**config.mk**
```make
export PLATFORM = sky130hd
export DESIGN_NAME = id_ex_stage_flat
export DESIGN_NICKNAME = d
export VERILOG_FILES = /design/src/rtl/id_ex_stage_pkg.sv /design/src/rtl/id_ex_stage_if.sv /design/src/rtl/id_ex_stage_fwd_mux.sv /design/src/rtl/id_ex_stage.sv /design/src/flat_wrapper.sv
export SDC_FILE = /design/constraint.sdc
export NUM_CORES = 1
export LEC_CHECK = 0
export ABC_AREA = 1
export CAP_MARGIN = 20
export CELL_PAD_IN_SITES_DETAIL_PLACEMENT = 0
export CELL_PAD_IN_SITES_GLOBAL_PLACEMENT = 1
export CORE_AREA = 3 3 153 110
export CTS_BUF_LIST = sky130_fd_sc_hd__clkbuf_8
export DETAILED_ROUTE_END_ITERATION = 8
export DIE_AREA = 0 0 156 113
export DONT_BUFFER_PORTS = 1
export PLACE_DENSITY_LB_ADDON = 0.1
export SLEW_MARGIN = 20
export SYNTH_ARGS = -nofsm -noshare
export SYNTH_HDL_FRONTEND = slang
export SYNTH_HIERARCHICAL = 1
export SYNTH_SLANG_ARGS = --single-unit
```
**constraint.sdc**
```tcl
create_clock -name clk -period 4 [get_ports clk]
set_input_delay 0.6 -clock clk [delete_from_list [all_inputs] [get_ports clk]]
set_output_delay 0.6 -clock clk [all_outputs]
set_load 0.01 [all_outputs]
```
**src/rtl/id_ex_stage_pkg.sv**
```systemverilog
// Shared definitions for the ID/EX stage: ALU op codes, forwarding select
// codes and the immediate-extension helper used at capture time.
package id_ex_stage_pkg;

  localparam int ALU_CONTROL_LENGTH = 3;

  localparam logic [ALU_CONTROL_LENGTH-1:0] ALU_CONTROL_AND = 3'b000;
  localparam logic [ALU_CONTROL_LENGTH-1:0] ALU_CONTROL_OR  = 3'b001;
  localparam logic [ALU_CONTROL_LENGTH-1:0] ALU_CONTROL_ADD = 3'b010;
  localparam logic [ALU_CONTROL_LENGTH-1:0] ALU_CONTROL_SUB = 3'b110;
  localparam logic [ALU_CONTROL_LENGTH-1:0] ALU_CONTROL_SLT = 3'b111;

  // Operand source chosen by a forwarding mux
  localparam logic [1:0] FWD_NONE = 2'b00;
  localparam logic [1:0] FWD_W    = 2'b01;
  localparam logic [1:0] FWD_M    = 2'b10;

  // 16-bit immediate to 32 bits: zero-extend for logical ops (ORI), else sign-extend
  function automatic logic [31:0] extend_imm(input logic [15:0] imm, input logic zero_ext);
    return zero_ext ? {16'h0000, imm} : {{16{imm[15]}}, imm};
  endfunction

endpackage

```
**src/rtl/id_ex_stage_if.sv**
```systemverilog
// Bundle of the ID-side inputs, the M/W forwarding sources and the EX-side
// outputs of the ID/EX stage. The stage itself uses the slave modport.
interface id_ex_stage_if
  import id_ex_stage_pkg::*;
#(
  parameter int REG_ADDR_W = 5,
  parameter int DATA_W     = 32
) ();

  logic                          stall;
  logic                          flush;
  logic [DATA_W-1:0]             rd1_d;
  logic [DATA_W-1:0]             rd2_d;
  logic [15:0]                   imm_d;
  logic [REG_ADDR_W-1:0]         rs_d;
  logic [REG_ADDR_W-1:0]         rt_d;
  logic [REG_ADDR_W-1:0]         rd_d;
  logic [ALU_CONTROL_LENGTH-1:0] alu_cont_d;
  logic                          alusrc_d;
  logic                          regdst_d;
  logic                          ext_zero_d;
  logic                          regwrite_d;
  logic                          memwrite_d;
  logic                          memtoreg_d;
  logic                          regwrite_m;
  logic [REG_ADDR_W-1:0]         writereg_m;
  logic [DATA_W-1:0]             aluout_m;
  logic                          regwrite_w;
  logic [REG_ADDR_W-1:0]         writereg_w;
  logic [DATA_W-1:0]             result_w;
  logic [DATA_W-1:0]             SrcA;
  logic [DATA_W-1:0]             SrcB;
  logic [ALU_CONTROL_LENGTH-1:0] alu_cont_e;
  logic [DATA_W-1:0]             writedata_e;
  logic [REG_ADDR_W-1:0]         writereg_e;
  logic                          regwrite_e;
  logic                          memwrite_e;
  logic                          memtoreg_e;

  modport master (
    output stall, flush, rd1_d, rd2_d, imm_d, rs_d, rt_d, rd_d, alu_cont_d,
           alusrc_d, regdst_d, ext_zero_d, regwrite_d, memwrite_d, memtoreg_d,
           regwrite_m, writereg_m, aluout_m, regwrite_w, writereg_w, result_w,
    input  SrcA, SrcB, alu_cont_e, writedata_e, writereg_e,
           regwrite_e, memwrite_e, memtoreg_e
  );

  modport slave (
    input  stall, flush, rd1_d, rd2_d, imm_d, rs_d, rt_d, rd_d, alu_cont_d,
           alusrc_d, regdst_d, ext_zero_d, regwrite_d, memwrite_d, memtoreg_d,
           regwrite_m, writereg_m, aluout_m, regwrite_w, writereg_w, result_w,
    output SrcA, SrcB, alu_cont_e, writedata_e, writereg_e,
           regwrite_e, memwrite_e, memtoreg_e
  );

endinterface

```
**src/rtl/id_ex_stage_fwd_mux.sv**
```systemverilog
// One forwarding path: compares a source register address against the
// EX/MEM and MEM/WB destinations and picks the freshest value.
module id_ex_stage_fwd_mux
  import id_ex_stage_pkg::*;
#(
  parameter int REG_ADDR_W = 5,
  parameter int DATA_W     = 32
) (
  input  logic [REG_ADDR_W-1:0] src_addr,
  input  logic [DATA_W-1:0]     reg_val,
  input  logic                  regwrite_m,
  input  logic [REG_ADDR_W-1:0] writereg_m,
  input  logic [DATA_W-1:0]     aluout_m,
  input  logic                  regwrite_w,
  input  logic [REG_ADDR_W-1:0] writereg_w,
  input  logic [DATA_W-1:0]     result_w,
  output logic [DATA_W-1:0]     operand
);

  logic [1:0] fwd_sel;

  // Select source; M is tested last so it overrides W. Register 0 never forwards.
  always_comb begin
    fwd_sel = FWD_NONE;
    if (regwrite_w && (writereg_w != '0) && (writereg_w == src_addr))
      fwd_sel = FWD_W;
    if (regwrite_m && (writereg_m != '0) && (writereg_m == src_addr))
      fwd_sel = FWD_M;
  end

  // 3:1 data select
  always_comb begin
    case (fwd_sel)
      FWD_M:   operand = aluout_m;
      FWD_W:   operand = result_w;
      default: operand = reg_val;
    endcase
  end

endmodule

```
**src/rtl/id_ex_stage.sv**
```systemverilog
// ID/EX pipeline register with stall/flush, immediate extension at capture,
// and M/W result forwarding feeding the ALU operands and store data.
module id_ex_stage
  import id_ex_stage_pkg::*;
#(
  parameter int REG_ADDR_W = 5,
  parameter int DATA_W     = 32
) (
  input  logic         clk,
  input  logic         reset,
  id_ex_stage_if.slave bus
);

  logic [DATA_W-1:0]             rd1_reg;
  logic [DATA_W-1:0]             rd2_reg;
  logic [DATA_W-1:0]             immext_reg;
  logic [REG_ADDR_W-1:0]         rs_reg;
  logic [REG_ADDR_W-1:0]         rt_reg;
  logic [REG_ADDR_W-1:0]         writereg_reg;
  logic [ALU_CONTROL_LENGTH-1:0] alu_cont_reg;
  logic                          alusrc_reg;
  logic                          regwrite_reg;
  logic                          memwrite_reg;
  logic                          memtoreg_reg;

  logic [DATA_W-1:0]             fwd_a;
  logic [DATA_W-1:0]             fwd_b;

  // Stage register: reset and flush both load an all-zero bubble; stall holds
  always_ff @(posedge clk) begin
    if (reset || bus.flush) begin
      rd1_reg      <= '0;
      rd2_reg      <= '0;
      immext_reg   <= '0;
      rs_reg       <= '0;
      rt_reg       <= '0;
      writereg_reg <= '0;
      alu_cont_reg <= '0;
      alusrc_reg   <= 1'b0;
      regwrite_reg <= 1'b0;
      memwrite_reg <= 1'b0;
      memtoreg_reg <= 1'b0;
    end else if (!bus.stall) begin
      rd1_reg      <= bus.rd1_d;
      rd2_reg      <= bus.rd2_d;
      immext_reg   <= DATA_W'(extend_imm(bus.imm_d, bus.ext_zero_d));
      rs_reg       <= bus.rs_d;
      rt_reg       <= bus.rt_d;
      writereg_reg <= bus.regdst_d ? bus.rd_d : bus.rt_d;
      alu_cont_reg <= bus.alu_cont_d;
      alusrc_reg   <= bus.alusrc_d;
      regwrite_reg <= bus.regwrite_d;
      memwrite_reg <= bus.memwrite_d;
      memtoreg_reg <= bus.memtoreg_d;
    end
  end

  id_ex_stage_fwd_mux #(.REG_ADDR_W(REG_ADDR_W), .DATA_W(DATA_W)) u_fwd_a (
    .src_addr   (rs_reg),
    .reg_val    (rd1_reg),
    .regwrite_m (bus.regwrite_m),
    .writereg_m (bus.writereg_m),
    .aluout_m   (bus.aluout_m),
    .regwrite_w (bus.regwrite_w),
    .writereg_w (bus.writereg_w),
    .result_w   (bus.result_w),
    .operand    (fwd_a)
  );

  id_ex_stage_fwd_mux #(.REG_ADDR_W(REG_ADDR_W), .DATA_W(DATA_W)) u_fwd_b (
    .src_addr   (rt_reg),
    .reg_val    (rd2_reg),
    .regwrite_m (bus.regwrite_m),
    .writereg_m (bus.writereg_m),
    .aluout_m   (bus.aluout_m),
    .regwrite_w (bus.regwrite_w),
    .writereg_w (bus.writereg_w),
    .result_w   (bus.result_w),
    .operand    (fwd_b)
  );

  // ALU operands; store data always takes the forwarded rt value
  always_comb begin
    bus.SrcA        = fwd_a;
    bus.SrcB        = alusrc_reg ? immext_reg : fwd_b;
    bus.writedata_e = fwd_b;
  end

  // Registered controls straight to EX/MEM
  always_comb begin
    bus.alu_cont_e = alu_cont_reg;
    bus.writereg_e = writereg_reg;
    bus.regwrite_e = regwrite_reg;
    bus.memwrite_e = memwrite_reg;
    bus.memtoreg_e = memtoreg_reg;
  end

endmodule
```
**src/flat_wrapper.sv**
```systemverilog
// flat-port wrapper written by rule: the top's interface ports become plain ports
module id_ex_stage_flat import id_ex_stage_pkg::*;
#(
  parameter int REG_ADDR_W = 5,
  parameter int DATA_W     = 32
)
  (clk, reset, bus_stall, bus_flush, bus_rd1_d, bus_rd2_d, bus_imm_d, bus_rs_d, bus_rt_d, bus_rd_d, bus_alu_cont_d, bus_alusrc_d, bus_regdst_d, bus_ext_zero_d, bus_regwrite_d, bus_memwrite_d, bus_memtoreg_d, bus_regwrite_m, bus_writereg_m, bus_aluout_m, bus_regwrite_w, bus_writereg_w, bus_result_w, bus_SrcA, bus_SrcB, bus_alu_cont_e, bus_writedata_e, bus_writereg_e, bus_regwrite_e, bus_memwrite_e, bus_memtoreg_e);
  id_ex_stage_if #(.REG_ADDR_W(REG_ADDR_W), .DATA_W(DATA_W)) bus_i ();
  input  logic clk;
  input  logic reset;
  input wire logic [$bits(bus_i.stall)-1:0] bus_stall;
  input wire logic [$bits(bus_i.flush)-1:0] bus_flush;
  input wire logic [$bits(bus_i.rd1_d)-1:0] bus_rd1_d;
  input wire logic [$bits(bus_i.rd2_d)-1:0] bus_rd2_d;
  input wire logic [$bits(bus_i.imm_d)-1:0] bus_imm_d;
  input wire logic [$bits(bus_i.rs_d)-1:0] bus_rs_d;
  input wire logic [$bits(bus_i.rt_d)-1:0] bus_rt_d;
  input wire logic [$bits(bus_i.rd_d)-1:0] bus_rd_d;
  input wire logic [$bits(bus_i.alu_cont_d)-1:0] bus_alu_cont_d;
  input wire logic [$bits(bus_i.alusrc_d)-1:0] bus_alusrc_d;
  input wire logic [$bits(bus_i.regdst_d)-1:0] bus_regdst_d;
  input wire logic [$bits(bus_i.ext_zero_d)-1:0] bus_ext_zero_d;
  input wire logic [$bits(bus_i.regwrite_d)-1:0] bus_regwrite_d;
  input wire logic [$bits(bus_i.memwrite_d)-1:0] bus_memwrite_d;
  input wire logic [$bits(bus_i.memtoreg_d)-1:0] bus_memtoreg_d;
  input wire logic [$bits(bus_i.regwrite_m)-1:0] bus_regwrite_m;
  input wire logic [$bits(bus_i.writereg_m)-1:0] bus_writereg_m;
  input wire logic [$bits(bus_i.aluout_m)-1:0] bus_aluout_m;
  input wire logic [$bits(bus_i.regwrite_w)-1:0] bus_regwrite_w;
  input wire logic [$bits(bus_i.writereg_w)-1:0] bus_writereg_w;
  input wire logic [$bits(bus_i.result_w)-1:0] bus_result_w;
  output wire logic [$bits(bus_i.SrcA)-1:0] bus_SrcA;
  output wire logic [$bits(bus_i.SrcB)-1:0] bus_SrcB;
  output wire logic [$bits(bus_i.alu_cont_e)-1:0] bus_alu_cont_e;
  output wire logic [$bits(bus_i.writedata_e)-1:0] bus_writedata_e;
  output wire logic [$bits(bus_i.writereg_e)-1:0] bus_writereg_e;
  output wire logic [$bits(bus_i.regwrite_e)-1:0] bus_regwrite_e;
  output wire logic [$bits(bus_i.memwrite_e)-1:0] bus_memwrite_e;
  output wire logic [$bits(bus_i.memtoreg_e)-1:0] bus_memtoreg_e;
  assign bus_i.stall = bus_stall;
  assign bus_i.flush = bus_flush;
  assign bus_i.rd1_d = bus_rd1_d;
  assign bus_i.rd2_d = bus_rd2_d;
  assign bus_i.imm_d = bus_imm_d;
  assign bus_i.rs_d = bus_rs_d;
  assign bus_i.rt_d = bus_rt_d;
  assign bus_i.rd_d = bus_rd_d;
  assign bus_i.alu_cont_d = bus_alu_cont_d;
  assign bus_i.alusrc_d = bus_alusrc_d;
  assign bus_i.regdst_d = bus_regdst_d;
  assign bus_i.ext_zero_d = bus_ext_zero_d;
  assign bus_i.regwrite_d = bus_regwrite_d;
  assign bus_i.memwrite_d = bus_memwrite_d;
  assign bus_i.memtoreg_d = bus_memtoreg_d;
  assign bus_i.regwrite_m = bus_regwrite_m;
  assign bus_i.writereg_m = bus_writereg_m;
  assign bus_i.aluout_m = bus_aluout_m;
  assign bus_i.regwrite_w = bus_regwrite_w;
  assign bus_i.writereg_w = bus_writereg_w;
  assign bus_i.result_w = bus_result_w;
  assign bus_SrcA = bus_i.SrcA;
  assign bus_SrcB = bus_i.SrcB;
  assign bus_alu_cont_e = bus_i.alu_cont_e;
  assign bus_writedata_e = bus_i.writedata_e;
  assign bus_writereg_e = bus_i.writereg_e;
  assign bus_regwrite_e = bus_i.regwrite_e;
  assign bus_memwrite_e = bus_i.memwrite_e;
  assign bus_memtoreg_e = bus_i.memtoreg_e;
  id_ex_stage #(.REG_ADDR_W(REG_ADDR_W), .DATA_W(DATA_W)) u_core (.clk(clk), .reset(reset), .bus(bus_i));
endmodule
```
==> impl_metrics.py, run 1 <==
metrics = {
    "status": {
        "result_of_the_run": "finished clean",
    },
    "critical_path": {
        "crit_fanout": 23,
        "critPathLaunch": "u_core/rt_reg[1]$_SDFFE_PP0N_",
        "worst_setup_path_start_kind": "register",
        "worst-endpoint-required_ns": 3.40,
        "cp-end-kind": "output port",
        "criticalPathCategory": "register to output port",
        "rr_startpoint": "u_core/alusrc_reg$_SDFFE_PP0N_",
        "worstRegToRegCells": 3,
        "worstPathArrival_ns": 2.85,
    },
    "pwr": {
        "power_report.internal_total_w": 0.00147,
        "total_power_w": 0.00210,
        "sw_frac_of_total_pct": 30.1,
        "share_clk_of_total_power_pct": 34.8,
        "power_density_nw_per_um2": 320,
        "power_leakage_nw": 2.65,
        "sequentialPowerShare_pct": 51.5,
        "vdd_drop_max_v": 0.000184,
        "p_sw_w": 0.000631,
        "combPwrFrac_pct": 13.7,
    },
    "sta": {
        "setup_viol": 0,
        "final_hold_viol_count": 0,
        "period_share_pct": 86.3,
        "rsz_0062_raised_after_global_routing": "false",
        "slew_violations": 0,
        "setup-tns-final_ns": 0,
        "fin_worst_skew_ns": 0,
        "timing_worst_slew_pin_value_ns": 0.942,
        "post-route-min-period_ns": 3.45,
        "achievable-frequency_mhz": 290,
        "slew_headroom_pct": 37.0,
    },
    "worst_hold_path": {
        "min_path_cells": 2,
        "worst_hold_startpoint": "bus_alusrc_d",
        "hold_path.class": "input pin to register",
    },
    "synth": {
        "number_of_warnings_reported_in_the_yosys_synthesis_log": 6,
        "syn_avg_cell_area_um2": 6.26,
        "mappedNetlistArea_um2": 6150,
        "number_of_enable_flip_flop_cells_after_synthesis": 0,
        "synth_top_area_share_pct": 33.5,
        "synth_area_leader": "dfxtp_1",
        "post_synthesis_async_set_or_reset_flop_share_pct": 0,
        "netlist_instances": 982,
        "synth.ff_latch_count": 103,
        "synth_fp_nets": 1166,
        "synth_cell_types": 20,
        "post_synth_main_area_contributors": "dfxtp_1 34%, nand3_1 21%, nand2_1 18%",
        "share_of_synthesized_area_occupied_by_flip_flops_and_latches_pct": 33.5,
        "synth-main-ff-cell": "dfxtp_1",
    },
    "placement": {
        "hpwl_um": 17200,
        "globalplace.congestion": 0.848,
        "numPortBuffers": 0,
        "placed_cell_area_um2": 6340,
    },
    "clocking": {
        "cts_buffer_depth": 2,
        "postCtsSetupBuffers": 0,
        "cts.clk_slew.worst_paths_ns": 0.11,
        "clock_sink_count": 103,
        "num_cts_buffers": 9,
        "clk-insertion-delay-late_ns": 0.38,
        "clock_tree.root_cell": "clkbuf_8",
        "cts.hold.buffers_added": 0,
        "clock_tree.htree_level_count": 3,
        "tritoncts": "done",
        "post_cts_resized": 0,
    },
    "cells_and_area": {
        "antenna_cells_inserted": 0,
        "synthToLayoutAreaGrowth_pct": 6.61,
        "combined_area_of_the_multi_input_logic_cells_um2": 3390,
        "layout-drive-gt1-share_pct": 10.4,
        "fillerInstances": 1737,
        "regArea_um2": 2060,
        "design_area_um2": 6560,
        "nets": 1149,
    },
    "floorplan": {
        "num_rows": 38,
        "ioPinCount": 291,
        "dieWidth_um": 156,
        "start_util_pct": 39.8,
        "fp.dieH_um": 113,
        "core_area_um2": 15500,
        "overall_die_area_um2": 17600,
    },
    "drt": {
        "drt-pass1-iter-count": 5,
        "initialDrtViolationCount": 619,
        "num_vias": 6596,
        "post_drt_wl_per_cell_um": 20.9,
        "route.detailed.vias_per_inst": 5.64,
        "routed_wl_um": 24400,
        "route.detailed.drc": 0,
        "ant_nets": 0,
    },
    "flow_run": {
        "drv.max_cap_violation_count": 0,
    },
    "grt": {
        "grt.met3_usage_pct": 8.72,
        "grtUsageMet2_pct": 42.8,
        "grt_start_max_net_pins": 109,
        "first_pass_grt_wire_length_um": 37100,
        "number_of_antenna_violations_at_the_first_check_in_global_routing": 0,
        "number_of_global_route_vias_before_repair": 6428,
        "overflow": 0,
        "global_route.usage.total_pct": 26.8,
        "busiest_layer": "met2",
        "grt_use_met1_pct": 34.5,
    },
}
[area by class of cell]
cell class / instances / share of cell area [%]
multi-input cells: 728 / 51.7
flip-flops and latches: 103 / 31.5
repair buffers: 47 / 5.38
inverters: 76 / 4.44
well taps: 200 / 3.82
clock buffers: 10 / 2.10
clock inverters: 6 / 1.14
[critical path, cell delays in order, from the launching register on]
cell and delay, ns:
dfxtp_1 0.51, inv_1 0.15, nand2_1 0.09, nand2_1 0.05, nand2_1 0.10, a21oi_4 0.04, nand2_2 0.36, buf_4 0.36
nand3_1 0.11, nand3_1 0.13, inv_1 0.04, o21ai_0 0.51
[worst paths after layout]
| check | to | slack (ns) |
|---|---|---|
| min reg2reg | u_core/immext_reg[9]$_SDFFE_PP0N_ | 0.47 |
| max reg2reg | u_core/alusrc_reg$_SDFFE_PP0N_ | 2.91 |
| min | u_core/alusrc_reg$_SDFFE_PP0N_ | 0.34 |
| max | bus_SrcB[29] | 0.55 |
[through the flow]
stage          hold WS, ns  util [%]  std cells  setup WS (ns)
2_1_floorplan        0.442         -        982           1.63
3_3_place_gp         0.449      41.1       1154          0.992
3_5_place_dp         0.453      41.1       1154          0.992
4_1_cts              0.311      42.4       1170          0.610
5_1_grt              0.311      42.4       1170          0.351
6_report             0.339      42.4       1170          0.546
[synth_stat cells (5+ instances only)]
cell type / instances
nor2_1: 25
buf_6: 8
nand2_1: 292
inv_2: 7
a21oi_2: 20
nand3_1: 257
o21ai_0: 39
buf_2: 60
inv_1: 68
dfxtp_1: 103
a21oi_1: 84
clkbuf_1: 5
[logic make-up after synthesis]
| kind of cell | share of synthesized area (%) |
|---|---|
| AOI/OAI and AO/OA | 13.5 |
| DFF | 33.5 |
| buffers and inverters | 11.6 |
| and+or+nand+nor | 41.4 |
[power by group through the flow]
stage	Sequential, W	Combinational, W	Clock (W)
floorplan	0.00110	0.000232	0
global placement	0.00110	0.000281	0
detailed placement	0.00110	0.000287	0
CTS	0.00108	0.000287	0.000753
global route	0.00109	0.000319	0.000792
finish	0.00108	0.000288	0.000729
[cell usage in the layout (no fill, tap or decap)]
cell type and n:
clkbuf_8 10, a21oi_4 2, bufinv_16 1, a21oi_1 84
dfxtp_2 1, inv_8 2, inv_1 68, nand2_1 292
inv_2 6, clkinv_2 2, nand2_2 2, nor2_1 25
dfxtp_1 102, o21ai_1 2, nor2_4 3, o21ai_0 39
buf_4 47, a21oi_2 20, nand3_1 257, nor3_4 2
inv_6 3
[routing by layer]
metal	vias up	wire (µm)
met5	-	0
met4	0	475
met3	33	2820
met2	341	11000
met1	3036	10200
li1	3186	-
No activity file was read; power rests on OpenSTA's default activity.
==> run 2, diff against run 1 <==
--- a/config.mk
+++ b/config.mk
@@ -6,13 +6,14 @@
 export NUM_CORES = 1
 export LEC_CHECK = 0
 export ABC_AREA = 1
+export ABC_CLOCK_PERIOD_IN_PS = 4000
 export CAP_MARGIN = 20
 export CELL_PAD_IN_SITES_DETAIL_PLACEMENT = 0
 export CELL_PAD_IN_SITES_GLOBAL_PLACEMENT = 1
-export CORE_AREA = 3 3 153 110
+export CORE_AREA = 3 3 141 102
 export CTS_BUF_LIST = sky130_fd_sc_hd__clkbuf_8
 export DETAILED_ROUTE_END_ITERATION = 8
-export DIE_AREA = 0 0 156 113
+export DIE_AREA = 0 0 144 105
 export DONT_BUFFER_PORTS = 1
 export PLACE_DENSITY_LB_ADDON = 0.1
 export SLEW_MARGIN = 20
==> run 2 against run 1 <==
Effect of this change:
- worst hold slack gained 0.015 ns
- sequential share of layout area is 0.44 points higher
- utilization increased by 6.9 points
- combinational power is 3% lower
- largest power group unchanged
- highest routed layer unchanged
==> impl_metrics.py, run 2 (same netlist as run 1, synthesis figures left out) <==
metrics = {
    "sta": {
        "final_hold_viol_count": 0,
        "post-route-min-period_ns": 3.34,
        "setup_viol": 0,
        "achievable-frequency_mhz": 299,
        "slew_violations": 0,
        "period_share_pct": 83.6,
        "slew_headroom_pct": 34.8,
        "fin_worst_skew_ns": 0,
        "setup-tns-final_ns": 0,
        "timing_worst_slew_pin_value_ns": 0.978,
        "rsz_0062_raised_after_global_routing": "false",
    },
    "clocking": {
        "cts_buffer_depth": 2,
        "cts.hold.buffers_added": 0,
        "cts.clk_slew.worst_paths_ns": 0.11,
        "post_cts_resized": 0,
        "postCtsSetupBuffers": 0,
        "clock_tree.root_cell": "clkbuf_8",
        "clk-insertion-delay-late_ns": 0.37,
        "num_cts_buffers": 9,
        "tritoncts": "done",
        "clock_tree.htree_level_count": 3,
        "clock_sink_count": 103,
    },
    "critical_path": {
        "worst-endpoint-required_ns": 3.40,
        "rr_startpoint": "u_core/alusrc_reg$_SDFFE_PP0N_",
        "worstReg2RegEnd": "u_core/alusrc_reg$_SDFFE_PP0N_",
        "worst_setup_path_start_kind": "register",
        "critPathLaunch": "u_core/rt_reg[3]$_SDFFE_PP0N_",
        "worstRegToRegCells": 2,
        "critical_path.endpoint": "bus_SrcB[27]",
        "crit_fanout": 21,
        "worstPathArrival_ns": 2.74,
        "cp-end-kind": "output port",
        "criticalPathCategory": "register to output port",
        "setup.reg_to_reg.worst_slack_ns": 2.66,
    },
    "grt": {
        "grt_start_max_net_pins": 109,
        "grt.met3_usage_pct": 9.88,
        "number_of_global_route_vias_before_repair": 6515,
        "grtUsageMet2_pct": 47.8,
        "overflow": 0,
        "first_pass_grt_wire_length_um": 35500,
        "busiest_layer": "met2",
        "global_route.usage.total_pct": 29.7,
        "number_of_antenna_violations_at_the_first_check_in_global_routing": 0,
        "grt_use_met1_pct": 36.7,
    },
    "pwr": {
        "power_leakage_nw": 2.62,
        "vdd_drop_max_v": 0.000176,
        "power_density_nw_per_um2": 309,
    },
    "cells_and_area": {
        "final_cell_mix": "292 x nand2_1, 257 x nand3_1, 102 x dfxtp_1, 84 x a21oi_1, 68 x inv_1",
        "fillerInstances": 1412,
        "nets": 1147,
        "layout.cells.most_common": "nand2_1",
        "synthToLayoutAreaGrowth_pct": 5.13,
        "layout-drive-gt1-share_pct": 10.1,
        "final_core_utilization_pct": 49.4,
        "antenna_cells_inserted": 0,
    },
    "placement": {
        "numPortBuffers": 0,
        "hpwl_um": 16300,
        "globalplace.congestion": 0.867,
    },
    "floorplan": {
        "fp.dieH_um": 105,
        "dieWidth_um": 144,
        "overall_die_area_um2": 15100,
        "num_rows": 35,
        "start_util_pct": 47.0,
        "ioPinCount": 291,
        "core_area_um2": 13100,
    },
    "drt": {
        "route.detailed.drc": 0,
        "ant_nets": 0,
        "num_vias": 6616,
        "initialDrtViolationCount": 535,
        "route.detailed.vias_per_inst": 5.84,
        "routed_wl_um": 23200,
        "drt-pass1-iter-count": 5,
        "post_drt_wl_per_cell_um": 20.5,
    },
    "worst_hold_path": {
        "hold_path.class": "input pin to register",
        "worst_hold_startpoint": "bus_imm_d[9]",
    },
    "status": {
        "result_of_the_run": "finished clean",
    },
    "flow_run": {
        "drv.max_cap_violation_count": 0,
    },
}
[run 2: cell count changes in the layout (fill, tap and decap cells not counted)]
cell | before | now
buf_4 | 47 | 45
bufinv_16 | 1 | 0
clkinvlp_4 | 0 | 1
inv_8 | 2 | 1
[run 2: per-stage QoR]
step	worst slack [ns]	std cells	hold slack [ns]	instance area, µm²	power, W
5_1_grt	0.391	1133	0.329	6470	0.00209
4_1_cts	0.655	1133	0.334	6460	0.00201
6_report	0.656	1133	0.353	6470	0.00200
3_5_place_dp	0.988	1118	0.453	6290	0.00139
3_3_place_gp	1.03	1118	0.449	6290	0.00138
2_1_floorplan	1.63	982	0.442	6150	0.00133
[run 2: layout make-up]
type                       instances  area, µm²  area share [%]
clock buffer                      10        138            2.13
clock inverter                     5       41.3           0.638
inverter                          76        292            4.51
multi-input combinational        728       3390            52.4
sequential                       103       2060            31.9
tap                              166        208            3.21
timing repair buffer              45        338            5.22
[run 2: where the power goes]
group	switching [W]	total, W	leakage (nW)	internal (W)
clock network	0.000384	0.000632	0.0911	0.000248
registers	0.0000273	0.00109	0.840	0.00106
logic	0.000192	0.000280	1.69	0.0000884
[run 2: metal layers]
metal  wire, µm  vias up  share of wire [%]
li1           -     3177                  -
met1       9330     3061                 40
met2      10600      327                 46
met3       2510       51                 11
met4        727        0                3.1
met5          0        -                  0
[run 2: how the worst min path moves through the flow]
| stage | endpoint | slack [ns] | cells past startpoint |
|---|---|---|---|
| global route | u_core/immext_reg[10]$_SDFFE_PP0N_ | 0.33 | 2 |
| detailed placement | u_core/immext_reg[9]$_SDFFE_PP0N_ | 0.45 | 2 |
| global placement | u_core/immext_reg[9]$_SDFFE_PP0N_ | 0.45 | 2 |
| finish | u_core/immext_reg[9]$_SDFFE_PP0N_ | 0.35 | 2 |
| CTS | u_core/immext_reg[9]$_SDFFE_PP0N_ | 0.33 | 2 |
| floorplan | u_core/rd1_reg[12]$_SDFFE_PP0N_ | 0.44 | 2 |
[run 2: critical path, cell delays in order (launching register included)]
cell and delay [ns]:
dfxtp_1 0.49, inv_2 0.06, nand2_1 0.06, nand2_1 0.06
nor2_1 0.12, nand2_1 0.12, nor2_4 0.52, buf_4 0.31
nand3_1 0.10, nand3_1 0.15, inv_1 0.04, o21ai_0 0.32
